$ cat src/rtl/shift_rotate_seq.sv
// Sequential shift/rotate: applies a one-position op per clock, AMOUNT times; valid pulses for one cycle.
// Latency 1+amount cycles from accept; start is ignored (not queued) while busy.
module shift_rotate_seq #(
    parameter int WIDTH = 8,
    parameter int AMT_W = 3
) (
    input  logic             clk,
    input  logic             rst,
    input  logic             start,
    input  logic [WIDTH-1:0] a,
    input  logic [2:0]       opcode,
    input  logic [AMT_W-1:0] amount,
    output logic             ready,
    output logic             busy,
    output logic             valid,
    output logic [WIDTH-1:0] result
);

    typedef enum logic [1:0] {
        ST_IDLE  = 2'd0,
        ST_SHIFT = 2'd1,
        ST_DONE  = 2'd2
    } state_t;

    localparam logic [2:0] OP_SRA = 3'b000;
    localparam logic [2:0] OP_SRL = 3'b001;
    localparam logic [2:0] OP_SLA = 3'b010;
    localparam logic [2:0] OP_SLL = 3'b011;
    localparam logic [2:0] OP_ROR = 3'b100;
    localparam logic [2:0] OP_ROL = 3'b101;

    state_t           state_q, state_d;
    logic [WIDTH-1:0] x_q, x_d;
    logic [2:0]       op_q, op_d;
    logic [AMT_W-1:0] cnt_q, cnt_d;
    logic [WIDTH-1:0] result_q, result_d;
    logic [WIDTH-1:0] step_x;

    function automatic logic [WIDTH-1:0] step(input logic [WIDTH-1:0] x, input logic [2:0] op);
        logic [WIDTH-1:0] y;
        case (op)
            OP_SRA:  y = {x[WIDTH-1], x[WIDTH-1:1]};
            OP_SRL:  y = {1'b0, x[WIDTH-1:1]};
            OP_SLA:  y = {x[WIDTH-2:0], 1'b0};
            OP_SLL:  y = {x[WIDTH-2:0], 1'b0};
            OP_ROR:  y = {x[0], x[WIDTH-1:1]};
            OP_ROL:  y = {x[WIDTH-2:0], x[WIDTH-1]};
            default: y = x;
        endcase
        return y;
    endfunction

    assign step_x = step(x_q, op_q);

    always_ff @(posedge clk or posedge rst) begin
        if (rst) begin
            state_q  <= ST_IDLE;
            x_q      <= '0;
            op_q     <= '0;
            cnt_q    <= '0;
            result_q <= '0;
        end else begin
            state_q  <= state_d;
            x_q      <= x_d;
            op_q     <= op_d;
            cnt_q    <= cnt_d;
            result_q <= result_d;
        end
    end

    always_comb begin
        state_d  = state_q;
        x_d      = x_q;
        op_d     = op_q;
        cnt_d    = cnt_q;
        result_d = result_q;
        case (state_q)
            ST_IDLE: begin
                if (start) begin
                    x_d   = a;
                    op_d  = opcode;
                    cnt_d = amount;
                    // Invalid opcodes and zero amounts skip SHIFT entirely
                    if (opcode > OP_ROL) begin
                        result_d = '0;
                        state_d  = ST_DONE;
                    end else if (amount == '0) begin
                        result_d = a;
                        state_d  = ST_DONE;
                    end else begin
                        state_d = ST_SHIFT;
                    end
                end
            end
            ST_SHIFT: begin
                x_d   = step_x;
                cnt_d = cnt_q - AMT_W'(1);
                if (cnt_q == AMT_W'(1)) begin
                    result_d = step_x;
                    state_d  = ST_DONE;
                end
            end
            ST_DONE: state_d = ST_IDLE;
            default: state_d = ST_IDLE;
        endcase
    end

    assign ready  = (state_q == ST_IDLE);
    assign busy   = (state_q != ST_IDLE);
    assign valid  = (state_q == ST_DONE);
    assign result = result_q;

endmodule

$ cat config.mk
export PLATFORM = sky130hd
export DESIGN_NAME = shift_rotate_seq
export DESIGN_NICKNAME = d
export VERILOG_FILES = /design/src/rtl/shift_rotate_seq.sv
export SDC_FILE = /design/constraint.sdc
export NUM_CORES = 1
export LEC_CHECK = 0
export ABC_AREA = 1
export CORE_UTILIZATION = 55
export DETAILED_ROUTE_END_ITERATION = 6
export PLACE_DENSITY = 0.89
export SYNTH_ARGS = -nofsm -noshare
export SYNTH_HDL_FRONTEND = slang
export SYNTH_SLANG_ARGS = --single-unit
$ cat constraint.sdc
create_clock -name clk -period 2.96 [get_ports clk]
set_input_delay 0.592 -clock clk [delete_from_list [all_inputs] [get_ports clk]]
set_output_delay 0.592 -clock clk [all_outputs]
set_load 0.01 [all_outputs]
Yosys cells after proc, flatten, opt, wreduce, memory -nomap -nowiden
Cells that the tools add are included.
W data, S select, Z words.
{"block": "classes", "add_sub_neg": 1, "magnitude_cmp": 1, "eq_ne": 11, "n_mux": 15, "n_reduce_logical": 10}
{"operator": "$mux W8", "count": 5}
{"operator": "$pmux W8 S5", "count": 1}
{"operator": "$pmux W8 S2", "count": 2}
{"operator": "$mux W2", "count": 4}
{"operator": "$eq A3 B1 Y1 const B", "count": 2}
{"operator": "$eq A3 B2 Y1 const B", "count": 2}
{"operator": "$eq A3 B3 Y1 const B", "count": 2}
{"operator": "$logic_not A3 Y1", "count": 2}
{"operator": "$pmux W3 S2", "count": 1}
{"operator": "$reduce_and A2 Y1", "count": 3}
{"operator": "$ne A2 B2 Y1 const B", "count": 2}
{"operator": "$pmux W2 S2", "count": 1}
{"operator": "$reduce_and A4 Y1", "count": 1}
{"operator": "$reduce_bool A2 Y1", "count": 2}
{"operator": "$gt A3 B3 Y1 const B", "count": 1}
{"operator": "$mux W3", "count": 1}
{"operator": "$ne A3 B1 Y1 const B", "count": 1}
{"operator": "$sub A3 B1 Y3 const B", "count": 1}
{"operator": "$eq A2 B1 Y1 const B", "count": 1}
{"operator": "$eq A2 B2 Y1 const B", "count": 1}
{"operator": "$logic_not A2 Y1", "count": 1}
{"operator": "$reduce_or A2 Y1", "count": 1}
{"block": "word_totals", "reg_bits": 24, "in_bits": 17, "output_inout_bits": 11, "word_cells": 43}

Longest topological paths before layout
{"block": "depth", "ltp_word": 5, "depth_mapped": 9, "ltp_nobuf": 9}

Least setup slack after synthesis
OpenSTA, ideal clock, no wires.
{"block": "synth_path", "path_kind": "input to register", "startpoint": "input port opcode[1]", "endpoint": "register result_q[1] (netlist: result[1])", "setup_ns": 0.121, "arrival_time_ns": 1.266, "t_required_ns": 2.839, "path_slack_ns": 1.573, "cell_stages": 6, "n_path_buf": 0, "path_cell_list": "nand2_1 > nand2_1 > a21oi_4 > nor2_8 > nor2_2 > a21oi_2"}
{"block": "synth_between", "elab_chain_cells": 4, "elab_cells_between_ends": 6, "cone_classes": "1 x order compare; 1 x eq/ne; 3 x mux; 1 x reduce/logical"}
{"item": "start: declaration", "line": "11", "source": "input logic [2:0] opcode,"}
{"item": "$gt A3 B3 Y1 *", "line": "84", "source": "if (opcode > OP_ROL) begin"}
{"item": "$mux W8", "line": "84"}
{"item": "$mux W8", "line": "79", "source": "if (start) begin"}
{"item": "$pmux W8 S2", "line": "77", "source": "case (state_q)"}
{"item": "end signal: assignment", "line": "67", "source": "result_q <= result_d;"}
{"item": "end: declaration", "line": "36", "source": "logic [WIDTH-1:0] result_q, result_d;"}
Mark *: on every way between the ends. The rest lies on a longest branch, timed or not. The select of a mux whose other input is x is not followed.
A chain may end at the register's enable or synchronous reset.

Worst setup path in the final report
{"block": "layout_path", "startpoint": "register state_q[0]", "endpoint": "output port ready"}
{"block": "layout_between", "elab_chain_cells": 1}
{"item": "start: declaration", "line": "32", "source": "state_t state_q, state_d;"}
{"item": "start signal: assignment", "line": "63", "source": "state_q <= state_d;"}
{"item": "$logic_not A2 Y1", "line": "108", "source": "assign ready = (state_q == ST_IDLE);"}
{"item": "end: declaration", "line": "13", "source": "output logic ready,"}
No other way between the ends.

==> reports/metrics.csv <==
metric,value,unit
status,"finished, final reports clean",
ys.flop_type,dfrtp_1,
cts_sinks,24,
clockBufferDepth,2,
min_path_cells,2,
core_area,2500,um^2
vias,1425,
whs_endpoint,result[4],
num_rows,18,
synth_top_family_by_area,simple AND/OR/NAND/NOR gates,
grt-ovfl-total,0,
slowest_stage,clkdlybuf4s50_1,
clk_latency,320,ps
synthArstFlopShare,1.00,
slew_viol_final,0,
r2r_cells,6,
hp-class,reg2reg,
rsz0062_at_grt,false,
seq_area_frac_synth,0.410,
viasPerCell,5.75,
yosys.area_share.simple,0.307,
portBuffers,27,
yosys-top-cells-count,"nand2_1, dfrtp_1, a21oi_1, nand3_1, inv_1",
endpoint_kind,output pin,
wl,3.50,mm
synth.most_common_cell,nand2_1,
htree_levels,1,
finalClockSkew,4.23,ps
drt.antenna.violating_nets,0,
wire_per_inst,14.1,um
synth_area_leader_cell,dfrtp_1,
synth_seq_cells,24,
syn_inst,191,
clk_pin_slew,130,ps
crit_arrival,1600,ps
chipWidth,53.6,um
synthXorXnorAreaFrac,0.00598,
tns,0,ps
regArea,601,um^2
yosys.area.top_type_share,0.410,
grt_pass1_wl,5.71,mm
finalHoldViolations,0,
critPathKind,reg2out,
route.detailed.drc,0,
max_clock_freq,455,MHz
drive_above_1_share,0.119,
multi_input_area,748,um^2
synth-compound-area-share,0.166,
power_density,1150,nW/um^2
r2r-end,result[7],
cp_cell_sequence,nor2_2 > clkdlybuf4s50_1,
worstPathMaxFanout,5,
fin_crit_sh,0.742,
cap_viol_max_count,0,
fin_crit,2200,ps
syn-cell-area,1470,um^2
synth_fa_ha_area_frac,0.0171,
synth_area_per_cell,7.67,um^2
gp_congestion,0.869,
syn-num-nets,210,
yosysUniqueCellTypes,26,
io-pin-count,28,
areaGrowthSynthToFinish,22.4,%
cts_hold_buffers,0,
synth_edf_count,0,
nFillCells,184,
drt_first_pass_iters,4,
start_kind,flip-flop,
die_h,53.6,um
track_usage,0.282,
vdd_ir_drop_max,0.964,mV
relSlewSlack,0.405,
grt_antenna_before_repair,0,
final_nets,238,
r2r_start,state_q[0],
hpwl,2.60,mm
cts_made_buffers,3,
synth_area_leaders,"dfrtp_1, nand2_1, a21oi_1",
crit_required,2370,ps
antenna_cells,0,
r2r_slack,1430,ps
worst_pin_slew,891,ps
drt_iter0_markers,55,
yosys_warnings,0,
initial_utilization,0.586,
cts_root_buffer,clkbuf_4,
cts_resized,0,
leakage,0.000888,uW
cts_tree,built,
grt_pass1_vias,1335,
grt_start_max_net_pins,28,
holdWs,497,ps
yosys-mux-area-fraction,0.0154,
setup_violations,0,
dieArea,2870,um^2
postCtsSetupBuffers,0,
hold_start,result[4],
cpPeakStageDelay,580,ps
-- area by class of cell --
cell class	count	share of cell area
inverters	21	0.0468
flip-flops and latches	24	0.335
repair buffers	27	0.151
clock inverters	1	0.0167
clock buffers	3	0.0126
well taps	30	0.0209
multi-input cells	142	0.417
-- metrics by stage --
stage	worst slack (ps)	power (uW)	std cells	cell area [um^2]	utilization
after floorplan	1570	1470	191	1470	-
final	764	2060	248	1790	0.717
after detailed placement	855	1800	244	1740	0.696
after CTS	764	2040	248	1790	0.717
after global routing	713	2220	248	1790	0.717
after global placement	928	1740	244	1740	0.696
-- cell usage in the layout (no fill, tap or decap), drive strengths merged --
cell,n
nand3,18
o22ai,1
or2,1
a21oi,24
nand2,61
bufinv,1
mux2,2
a22oi,6
nor2,18
nand4,2
o21ai,6
inv,20
clkbuf,3
ha,2
xor2,1
clkinv,1
clkdlybuf4s50,27
dfrtp,24
-- power breakdown --
group,internal (uW),leakage (uW),switching [uW]
Sequential,490,0.000285,122
Combinational,468,0.000575,738
Clock,137,0.0000279,102
-- worst max path at each step --
stage | from | endpoint | slack (ps) | depth (start not counted)
detailed placement | start | result[7] | 850 | 7
floorplan | opcode[1] | result[1] | 1570 | 6
global route | state_q[0] | ready | 710 | 2
global placement | start | result[1] | 930 | 7
CTS | state_q[0] | ready | 760 | 2
finish | state_q[0] | ready | 760 | 2
-- sequential cells by signal, indices dropped and copies added, names as in the netlist --
name	cells
cnt_q	3
op_q	3
result	8
state_q	2
x_q	8
-- worst max-delay path, delay by kind of cell, from the launching register on --
kind | cells | cell delay [ps]
flip-flops | 1 | 490
buffers and inverters | 1 | 580
AND/OR/NAND/NOR | 1 | 220
-- logic make-up (layout without fill, tap and decap cells) --
group,Yosys count,in the layout
buffers and inverters,25,52
and+or+nand+nor,100,100
DFF,24,24
AOI/OAI and AO/OA,37,37
xor gates and xnor gates,1,1
muxes,2,2
adders and majority gates,2,2
-- metal layers --
layer | track usage | routed length, um | up-vias
li1 | - | - | 681
met1 | 0.333 | 1440 | 672
met2 | 0.500 | 1800 | 65
met3 | 0.0480 | 220 | 7
met4 | 0.123 | 40 | 0
met5 | 0 | 0 | -
Power figures use the tool's default switching activity.
